`src/rtl/serv_mac_pkg.sv`:
```
// Shared types and constants for the SERV MAC iteration sequencer.
// Holds the FSM state encoding and the default iteration count.
package serv_mac_pkg;

  typedef enum logic [1:0] {
    IDLE  = 2'd0,
    STEP1 = 2'd1,
    STEP2 = 2'd2,
    DONE  = 2'd3
  } mac_state_e;

  localparam int MAC_ITER_DEF = 32;

  function automatic int iter_w(input int n);
    return $clog2(n + 1);
  endfunction

endpackage

```
`src/rtl/serv_mac_iter_cnt.sv`:
```
// Saturating MAC iteration counter with clear, increment and terminal count.
// The count holds at MAC_ITER-1 so it can never wrap.
module serv_mac_iter_cnt
  import serv_mac_pkg::*;
#(
  parameter int MAC_ITER = MAC_ITER_DEF,
  parameter int IW       = iter_w(MAC_ITER)
) (
  input  logic          clk,
  input  logic          i_rst_n,
  input  logic          i_clr,
  input  logic          i_inc,
  output logic [IW-1:0] o_iter,
  output logic          o_tc
);

  localparam logic [IW-1:0] LAST = IW'(MAC_ITER - 1);

  logic [IW-1:0] iter_q;
  logic [IW-1:0] iter_d;

  assign o_tc   = (iter_q == LAST);
  assign o_iter = iter_q;

  always_comb begin
    iter_d = iter_q;
    if (i_clr) begin
      iter_d = '0;
    end else if (i_inc && !o_tc) begin
      iter_d = iter_q + IW'(1);
    end
  end

  always_ff @(posedge clk or negedge i_rst_n) begin
    if (!i_rst_n) begin
      iter_q <= '0;
    end else begin
      iter_q <= iter_d;
    end
  end

endmodule

```
`src/rtl/serv_mac_seq.sv`:
```
// MAC step sequencer: alternates STEP1/STEP2 passes MAC_ITER times.
// Define SERV_MAC_EARLY_EXIT_EN to finish once the multiplier is zero.
module serv_mac_seq
  import serv_mac_pkg::*;
#(
  parameter int W        = 1,
  parameter int MAC_ITER = MAC_ITER_DEF
) (
  input  logic                         clk,
  input  logic                         i_rst_n,
  input  logic                         i_mac_req,
  input  logic                         i_init,
  input  logic                         i_cnt_done,
  input  logic                         i_trap,
  input  logic                         i_rs1_zero,
  output logic                         o_mac_step1,
  output logic                         o_mac_step2,
  output logic                         o_busy,
  output logic                         o_done,
  output logic [$clog2(MAC_ITER+1)-1:0] o_iter
);

  localparam int IW = iter_w(MAC_ITER);
  localparam logic [31:0] W_BITS = 32'(W);

  mac_state_e state_q;

  logic adv;
  logic last;
  logic abort;
  logic cnt_clr;
  logic cnt_inc;
  logic cnt_tc;
  logic unused_ok;

  assign unused_ok = ^{i_rs1_zero, W_BITS[0]};

  assign adv   = i_cnt_done && !i_init;
  assign abort = i_trap && (state_q != IDLE);

`ifdef SERV_MAC_EARLY_EXIT_EN
  assign last = cnt_tc || i_rs1_zero;
`else
  assign last = cnt_tc;
`endif

  always_comb begin
    cnt_clr = 1'b0;
    cnt_inc = 1'b0;
    if (abort) begin
      cnt_clr = 1'b1;
    end else begin
      unique case (state_q)
        IDLE:    cnt_clr = 1'b1;
        STEP2:   cnt_inc = adv && !last;
        DONE:    cnt_clr = 1'b1;
        default: cnt_clr = 1'b0;
      endcase
    end
  end

  always_ff @(posedge clk or negedge i_rst_n) begin
    if (!i_rst_n) begin
      state_q <= IDLE;
    end else if (abort) begin
      state_q <= IDLE;
    end else begin
      unique case (state_q)
        IDLE:    if (i_mac_req) state_q <= STEP1;
        STEP1:   if (adv) state_q <= STEP2;
        STEP2:   if (adv) state_q <= last ? DONE : STEP1;
        DONE:    state_q <= IDLE;
        default: state_q <= IDLE;
      endcase
    end
  end

  serv_mac_iter_cnt #(
    .MAC_ITER (MAC_ITER),
    .IW       (IW)
  ) u_iter_cnt (
    .clk     (clk),
    .i_rst_n (i_rst_n),
    .i_clr   (cnt_clr),
    .i_inc   (cnt_inc),
    .o_iter  (o_iter),
    .o_tc    (cnt_tc)
  );

  assign o_mac_step1 = (state_q == STEP1);
  assign o_mac_step2 = (state_q == STEP2);
  assign o_busy      = (state_q != IDLE);
  assign o_done      = (state_q == DONE);

endmodule

```
`config.mk`:
```
export PLATFORM = sky130hd
export DESIGN_NAME = serv_mac_seq
export DESIGN_NICKNAME = d
export VERILOG_FILES = /design/src/rtl/serv_mac_pkg.sv /design/src/rtl/serv_mac_iter_cnt.sv /design/src/rtl/serv_mac_seq.sv
export SDC_FILE = /design/constraint.sdc
export NUM_CORES = 1
export LEC_CHECK = 0
export CELL_PAD_IN_SITES_DETAIL_PLACEMENT = 0
export CELL_PAD_IN_SITES_GLOBAL_PLACEMENT = 1
export CORE_MARGIN = 4
export CORE_UTILIZATION = 34
export CTS_CLUSTER_DIAMETER = 30
export DETAILED_ROUTE_END_ITERATION = 7
export PLACE_DENSITY_LB_ADDON = 0.2
export SETUP_SLACK_MARGIN = 0.2
export SLEW_MARGIN = 20
export SYNTH_ARGS = -nofsm -noshare
export SYNTH_HDL_FRONTEND = slang
export SYNTH_SLANG_ARGS = --single-unit
```
`constraint.sdc`:
```
create_clock -name clk -period 4.3 [get_ports clk]
set_input_delay 0.43 -clock clk [delete_from_list [all_inputs] [get_ports clk]]
set_output_delay 0.43 -clock clk [all_outputs]
set_load 0.02 [all_outputs]
```
==> summary.txt, run 1 <==
Status
  – Status: finished, final reports clean

Clocking
  – Post-CTS Setup Bufs: 0
  – CTS tree: built
  – Htree depth: 1
  – CTS Buf Count: 3
  – Sink Count: 8
  – CTS root buf: clkbuf_4
  – Clock tree buffer depth: 2
  – Reg clk slew, reported paths: about 0.060 ns
  – Worst skew pair latency: 0.25 ns
  – Post-CTS resize count: 0
  – Hold bufs inserted after CTS: 0

Worst setup path
  – CP top delay family: buffers and inverters
  – Crit-path cells: inv_1 > ha_1 > clkdlybuf4s50_1
  – Max stage delay on crit path: approximately 0.65 ns
  – Critical Path RT: slightly below 4 ns
  – Reg2reg start: state_q[0]$_DFFE_PN0P_
  – R2R Setup Slk: 2.21 ns
  – RR Endpoint: u_iter_cnt.o_iter[5]$_DFFE_PN0P_
  – Critical Path End Type: output pin
  – Worst Path Buf+Inv: 2
  – Setup CP Type: flip-flop to output pin
  – Worst path depth: 3
  – Maximum fanout along the worst path: 7
  – CP max stage cell: clkdlybuf4s50_1
  – Critical Path AT: ~1.7 ns
  – Register-to-Register Path Depth: 6
  – Critical Path Start Type: flip-flop

GRT
  – Largest net degree at the start of global routing: 10
  – Initial antenna violation count: 0
  – First-pass GRT wire length: 2.06 mm
  – Total GRT Usage: 0.131
  – Total grt overflow: 0
  – Vias in the first global route: 494

Routing
  – Initial drt markers: 11
  – Vias per cell: 5.33
  – Routed Wire Length: 1.16 mm
  – Post-route ant nets: 0
  – Routed via count: 480
  – Routed len/inst: 12.8 µm
  – Drt drc: 0
  – First-pass iteration count of the detailed router: 3

Synthesis
  – Area share of fa/ha/maj cells after synthesis: 0.120
  – Synth warn: 0
  – Sequential area share after synthesis: 0.385
  – Xor and xnor fraction of the mapped netlist area: 0
  – Flops & latches, synth: 8
  – Post-synthesis mux area share: 0.0192
  – Synth Area in Simple Gates: 0.286
  – Post-Syn Nets: 69
  – Cell count after synthesis: 57
  – Compound-Gate Fraction of Synth Area: 0.161
  – Syn avg cell area: 9.13 µm²
  – Synthesized area: 520 µm²
  – Largest family of logic cells by synthesized area: simple AND/OR/NAND/NOR gates
  – Synth unique cells: 23

Finish
  – Area growth, synth to finish: 36.8%
  – Layout cell share with drive strength beyond 1: 0.0800
  – Nets: 89
  – Final instance area: 712 µm²
  – Share of the core filled with cells: 0.521
  – Diode count: 0

Timing
  – FMAX: 0.465 GHz
  – Fin. max-slew vios: 0
  – Final worst path period share: 0.500
  – Slew margin rel.: 0.419
  – Final-report hold violation count: 0
  – # setup viols final: 0
  – Clock skew: 0.00389 ns
  – Post-Route Setup TNS: 0 ns
  – Final Critical Period: 2.15 ns
  – RSZ-0062 raised after global routing: false
  – Slew @ Worst Pin: a little under 0.9 ns

Power
  – Power share of the combinational group: 0.512
  – Sw Pwr: 126 µW
  – Switching share of power: 0.401
  – Internal: ~190 µW
  – Clock Power Share: 0.186
  – Worst vdd ir: 0.000196 V
  – Flop pwr share: 0.303
  – Pwr Density: 440 nW/µm²
  – Leakage: around 0.00029 µW

Placement
  – DP Wirelength: 878 µm
  – Number of port buffers: 15
  – Post-DP Area: 689 µm²
  – Gpl congestion: 0.720

Die
  – Die height: 47.1 µm
  – Die width: 47.1 µm
  – Initial Util: 0.381
  – Placement row count: 13
  – IO Count: 17
  – Core area: 1370 µm²
  – Die Area: 2220 µm²

Job
  – Max cap viols: 0

Worst hold path
  – Worst min path class: primary input to async pin
through the flow:
step	hold slack, ns	power (µW)	std cells	worst slack [ns]
2_1_floorplan	0.134	203	57	2.29
3_3_place_gp	0.544	259	87	2.04
3_5_place_dp	0.576	259	87	2.00
4_1_cts	0.474	318	90	2.13
5_1_grt	0.496	339	90	2.05
6_report	0.458	313	90	2.15
cell usage after synthesis:
| cell type | count | area, µm² |
|---|---|---|
| o31ai_1 | 1 | 7.51 |
| nand2b_1 | 2 | 12.5 |
| o22a_1 | 1 | 8.76 |
| nor4b_1 | 1 | 8.76 |
| or4_1 | 1 | 7.51 |
| mux2i_1 | 1 | 10.0 |
| nor2b_4 | 1 | 13.8 |
| or3b_2 | 1 | 8.76 |
| inv_1 | 4 | 15.0 |
| nor3b_1 | 1 | 7.51 |
| dfrtp_1 | 8 | 200 |
| and2b_1 | 1 | 7.51 |
| and3_1 | 1 | 6.26 |
| nand2_1 | 4 | 15.0 |
| or3_1 | 3 | 18.8 |
| nand3_1 | 3 | 15.0 |
| a21oi_1 | 7 | 35.0 |
| o21ai_0 | 5 | 25.0 |
| or4_4 | 1 | 11.3 |
| nor2_1 | 3 | 11.3 |
| o21a_1 | 1 | 7.51 |
| ha_1 | 5 | 62.6 |
| nor3_1 | 1 | 5.00 |
layout make-up:
| cell class | instances | area (µm²) |
|---|---|---|
| Timing Repair Buffer | 15 | 150 |
| Fill cell | 141 | 654 |
| Tap cell | 15 | 18.8 |
| Multi-Input combinational cell | 45 | 305 |
| Inverter | 4 | 15.0 |
| Clock buffer | 3 | 22.5 |
| Sequential cell | 8 | 200 |
worst reg2reg max path: stages, from the launching register on:
cell	delay, ns
dfrtp_1	0.41
inv_1	0.11
ha_1	0.23
nor2b_4	0.06
or4_4	0.55
or4_1	0.48
a21oi_1	0.16
how the worst max path moves through the flow:
stage	start	endpoint	slack, ns
final	state_q[0]$_DFFE_PN0P_	o_mac_step2	2.15
after global routing	state_q[0]$_DFFE_PN0P_	o_mac_step2	2.05
after CTS	state_q[0]$_DFFE_PN0P_	o_mac_step2	2.13
after detailed placement	i_trap	u_iter_cnt.o_iter[5]$_DFFE_PN0P_	2.00
after global placement	i_trap	u_iter_cnt.o_iter[5]$_DFFE_PN0P_	2.04
after floorplan	state_q[0]$_DFFE_PN0P_	u_iter_cnt.o_iter[5]$_DFFE_PN0P_	2.29
power by group through the flow:
stage / clock, µW / sequential [µW] / combinational, µW
after floorplan: 0 / 94.9 / 108
after global placement: 0 / 96.0 / 163
after detailed placement: 0 / 96.8 / 163
after CTS: 58.9 / 95.4 / 163
after global routing: 62.6 / 96.6 / 180
final: 58.2 / 94.9 / 160
cell usage in the layout (no fill, tap or decap):
| cell type | count |
|---|---|
| clkdlybuf4s50_1 | 15 |
| dfrtp_1 | 8 |
| a21oi_1 | 7 |
| o21ai_0 | 5 |
| ha_1 | 5 |
| inv_1 | 4 |
| nand2_1 | 4 |
| nand3_1 | 3 |
| nor2_1 | 3 |
| or3_1 | 3 |
| clkbuf_4 | 3 |
| nand2b_1 | 2 |
| nor2b_4 | 1 |
| nor4b_1 | 1 |
| and3_1 | 1 |
| nor3_1 | 1 |
| nor3b_1 | 1 |
| or4_4 | 1 |
| and2b_1 | 1 |
| o31ai_1 | 1 |
| or3b_2 | 1 |
| o22a_1 | 1 |
| o21a_1 | 1 |
| mux2i_1 | 1 |
| or4_1 | 1 |
sequential cells by signal, summed over array words and instances (netlist names):
signal	flops
state_q	2
u_iter_cnt.o_iter	6
kinds of logic (layout without fill, tap and decap cells):
kind of cell	count (synthesis)	after routing
AND/OR/NAND/NOR	24	24
flip-flops	8	8
multiplexers	1	1
adder cells (fa/ha/maj)	5	5
buffers and inverters	4	22
AO/OA/AOI/OAI	15	15
routing by layer:
metal,vias to the layer above,global-route usage,share of wire,wire length [µm]
met5,-,0,0,0
met2,15,0.203,0.43,497
met3,2,0.0345,0.069,80
met4,0,0.0497,0.0087,10
li1,245,-,-,-
met1,218,0.173,0.49,566
Note: power is estimated with default switching activity, not from simulation.
==> run 2: changes to the inputs <==
--- a/config.mk
+++ b/config.mk
@@ -8,7 +8,7 @@
 export CELL_PAD_IN_SITES_DETAIL_PLACEMENT = 0
 export CELL_PAD_IN_SITES_GLOBAL_PLACEMENT = 1
 export CORE_MARGIN = 4
-export CORE_UTILIZATION = 34
+export CORE_UTILIZATION = 28
 export CTS_CLUSTER_DIAMETER = 30
 export DETAILED_ROUTE_END_ITERATION = 7
 export PLACE_DENSITY_LB_ADDON = 0.2
==> constraint.sdc (replaced) <==
create_clock -name clk -period 1.73 [get_ports clk]
set_input_delay 0.173 -clock clk [delete_from_list [all_inputs] [get_ports clk]]
set_output_delay 0.173 -clock clk [all_outputs]
set_load 0.02 [all_outputs]
==> run 2 against run 1 <==
  * The flow now finishes with violations (setup timing)
  * Register-to-register slack got worse by 2.3 ns
  * Non-clock buffer count rose by 10
  * Wire length rose by 16%
  * Setup slack got worse by 2.2 ns
  * Clock skew fell by 0.0018 ns
  * Sequential share of layout area fell by 4.5 points
  * Critical path depth rose by 3
  * Via count rose by 7.3%
  * Clock power rose by 140%
  * Critical path type is now flip-flop to flip-flop
==> summary.txt, run 2 (same netlist as run 1, synthesis figures left out) <==
Status
  – Status: finished, violations left
  – Failing checks: setup timing

Timing
  – Final worst slack: -0.0796 ns (-2.23 ns)
  – # setup viols final: 1 (+1)
  – Slew margin rel.: 0.686 (+0.266)
  – Final worst path period share: 1.05
  – FMAX: 0.553 GHz
  – Clock skew: 0.00208 ns (-0.00181 ns)
  – Fin. max-slew vios: 0 (unchanged)
  – Final-report hold violation count: 0 (unchanged)
  – Final Critical Period: 1.81 ns
  – Slew @ Worst Pin: 0.469 ns (-0.400 ns)
  – RSZ-0062 raised after global routing: true

Worst setup path
  – CP max stage cell: or4_4
  – Setup CP Type: flip-flop to flip-flop
  – Critical Path RT: 1.90 ns (-1.97 ns)
  – Worst path depth: 6 (+3)
  – Critical Path End Type: flip-flop
  – Max stage delay on crit path: 0.54 ns (-0.11 ns)
  – Maximum fanout along the worst path: 4 (-3)
  – Register-to-Register Path Depth: 6 (unchanged)
  – Worst Path Buf+Inv: 1 (-1)
  – Crit-path cells: inv_2 > ha_4 > nor2b_4 > or4_4 > or4_4 > a21oi_2
  – Most Frequent Cell on Critical Path: or4_4
  – CP top delay family: simple AND/OR/NAND/NOR gates
  – Critical Path Start Type: flip-flop
  – Start point of the critical path: state_q[1]$_DFFE_PN0P_
  – Reg2reg start: state_q[1]$_DFFE_PN0P_
  – Critical Path AT: 1.98 ns (+0.26 ns)

Die
  – Die width: 51.1 µm (+8.5%)
  – Placement row count: 15 (+2)
  – IO Count: 17 (unchanged)
  – Die Area: 2610 µm² (+18%)
  – Core area: 1750 µm² (+28%)
  – Die height: 51.1 µm (+8.5%)
  – Initial Util: 0.298 (-0.0827)

Clocking
  – Worst skew pair latency: 0.25 ns (about the same)
  – CTS root buf: clkbuf_4
  – Hold bufs inserted after CTS: 0 (unchanged)
  – Reg clk slew, reported paths: 0.05 ns (about the same)
  – Sink Count: 8 (unchanged)
  – CTS Buf Count: 3 (unchanged)
  – CTS tree: built
  – Htree depth: 1 (unchanged)
  – Clock tree buffer depth: 2 (unchanged)

GRT
  – GRT met2 Usage: 0.202 (-0.00154)
  – M1 GR Usage: 0.134 (-0.0385)
  – GR peak layer: met2
  – Met3 GRT Util: 0.0525 (+0.0180)
  – Vias in the first global route: 522 (+5.7%)
  – Largest net degree at the start of global routing: 10 (unchanged)
  – Initial antenna violation count: 0 (unchanged)
  – Total GRT Usage: 0.122 (-0.00863)
  – Total grt overflow: 0 (unchanged)
  – First-pass GRT wire length: 2.30 mm (+12%)

Power
  – Power share of the combinational group: 0.611 (+0.099)
  – Pwr Density: 1090 nW/µm² (+150%)
  – Internal: 557 µW (+200%)
  – Switching share of power: 0.400 (-0.00110)
  – Sw Pwr: 371 µW (+200%)
  – Flop pwr share: 0.241 (-0.062)
  – Worst vdd ir: 0.000563 V (+190%)
  – Leakage: 0.000355 µW (+21%)
  – Clock Power Share: 0.148 (-0.038)

Finish
  – Max reg flops: 6 (unchanged)
  – Diode count: 0 (unchanged)
  – Nets: 99 (+11%)
  – Most common cell after layout, fill and taps aside: clkdlybuf4s50_1
  – Area growth, synth to finish: 62.7%
  – Commonest cells after routing, fill and taps aside: clkdlybuf4s50_1, buf_4, dfrtp_1
  – Layout cell share with drive strength beyond 1: 0.341 (+0.261)
  – Final instance area: 847 µm² (+19%)

Routing
  – Drt drc: 0 (unchanged)
  – Initial drt markers: 9 (-2)
  – Post-route ant nets: 0 (unchanged)
  – Routed via count: 515 (+7.3%)
  – Routed Wire Length: 1.35 mm (+16%)
  – Routed len/inst: 12.2 µm (-4.8%)
  – Vias per cell: 4.68 (-12%)
  – First-pass iteration count of the detailed router: 4 (+1)

Job
  – Max cap viols: 0 (unchanged)

Placement
  – Post-place setup slack: -0.181 ns (-2.18 ns)
  – Gpl congestion: 0.703 (-2.4%)
  – DP Wirelength: 1.02 mm (+16%)
  – Post-DP Area: 779 µm² (+13%)
  – Number of port buffers: 15 (unchanged)

Worst hold path
  – Worst min path class: primary input to async pin
## run 2: changes by cell type in the layout (fill, tap and decap cells not counted), moves of 2 or more
| cell | change |
|---|---|
| inv_2 | +2 |
| ha_4 | +2 |
| buf_2 | +2 |
| ha_1 | -2 |
| inv_1 | -2 |
| buf_4 | +10 |
| clkdlybuf4s50_1 | -4 |
## run 2: area by class of cell
cell class | instances | area, µm²
fill | 179 | 898
multi-input combinational | 45 | 369
timing repair buffer | 25 | 209
sequential | 8 | 200
tap | 25 | 31.3
clock buffer | 3 | 22.5
inverter | 4 | 15.0
## run 2: through the flow
step / util / setup TNS (ns) / power, µW / hold WS (ns) / std cells
2_1_floorplan: - / -0.157 / 513 / -0.123 / 57
3_3_place_gp: 0.447 / -0.233 / 753 / 0.505 / 106
3_5_place_dp: 0.447 / -0.255 / 751 / 0.509 / 106
4_1_cts: 0.484 / -0.0903 / 940 / 0.236 / 110
5_1_grt: 0.485 / -0.220 / 1010 / 0.250 / 110
6_report: 0.485 / -0.0796 / 927 / 0.216 / 110
## run 2: metal layers
layer	routed length (µm)	vias up
met4	26	0
met2	589	17
met5	0	-
li1	-	261
met3	94	4
met1	635	233
## run 2: final timing paths
check                                                   endpoint  slack (ns)
worst max-delay path            u_iter_cnt.o_iter[5]$_DFFE_PN0P_       -0.08
worst min-delay path                      state_q[0]$_DFFE_PN0P_        0.22
worst max register to register  u_iter_cnt.o_iter[5]$_DFFE_PN0P_       -0.08
worst min register to register  u_iter_cnt.o_iter[2]$_DFFE_PN0P_        0.58
max in group asynchronous       u_iter_cnt.o_iter[5]$_DFFE_PN0P_        1.23
min in group clk                u_iter_cnt.o_iter[2]$_DFFE_PN0P_        0.58
## run 2: power by group through the flow
stage	combinational [µW]	clock, µW	sequential [µW]
detailed placement	528	0	223
floorplan	277	0	236
global route	627	158	226
global placement	529	0	223
finish	567	137	223
CTS	570	147	223
## run 2: worst register-to-register path, delay by kind of cell, from the launching register on
| family | cells | cell delay [ns] |
|---|---|---|
| adders and majority gates | 1 | 0.15 |
| DFF | 1 | 0.38 |
| and+or+nand+nor | 3 | 1.01 |
| AOI/OAI and AO/OA | 1 | 0.12 |
| buffers and inverters | 1 | 0.08 |
## run 2: repair_timing
item / in CTS / in global routing
pin swaps: 1 / 0
setup buffers: 1 / 0
gates resized for setup: 19 / 3
setup endpoints to repair: 11 / 7
==> run 3: changes to the inputs <==
--- a/config.mk
+++ b/config.mk
@@ -5,6 +5,7 @@
 export SDC_FILE = /design/constraint.sdc
 export NUM_CORES = 1
 export LEC_CHECK = 0
+export CAP_MARGIN = 20
 export CELL_PAD_IN_SITES_DETAIL_PLACEMENT = 0
 export CELL_PAD_IN_SITES_GLOBAL_PLACEMENT = 1
 export CORE_MARGIN = 4
==> results of run 3 <==
No change in the layout: final DEF, timing and power equal those of run 2.
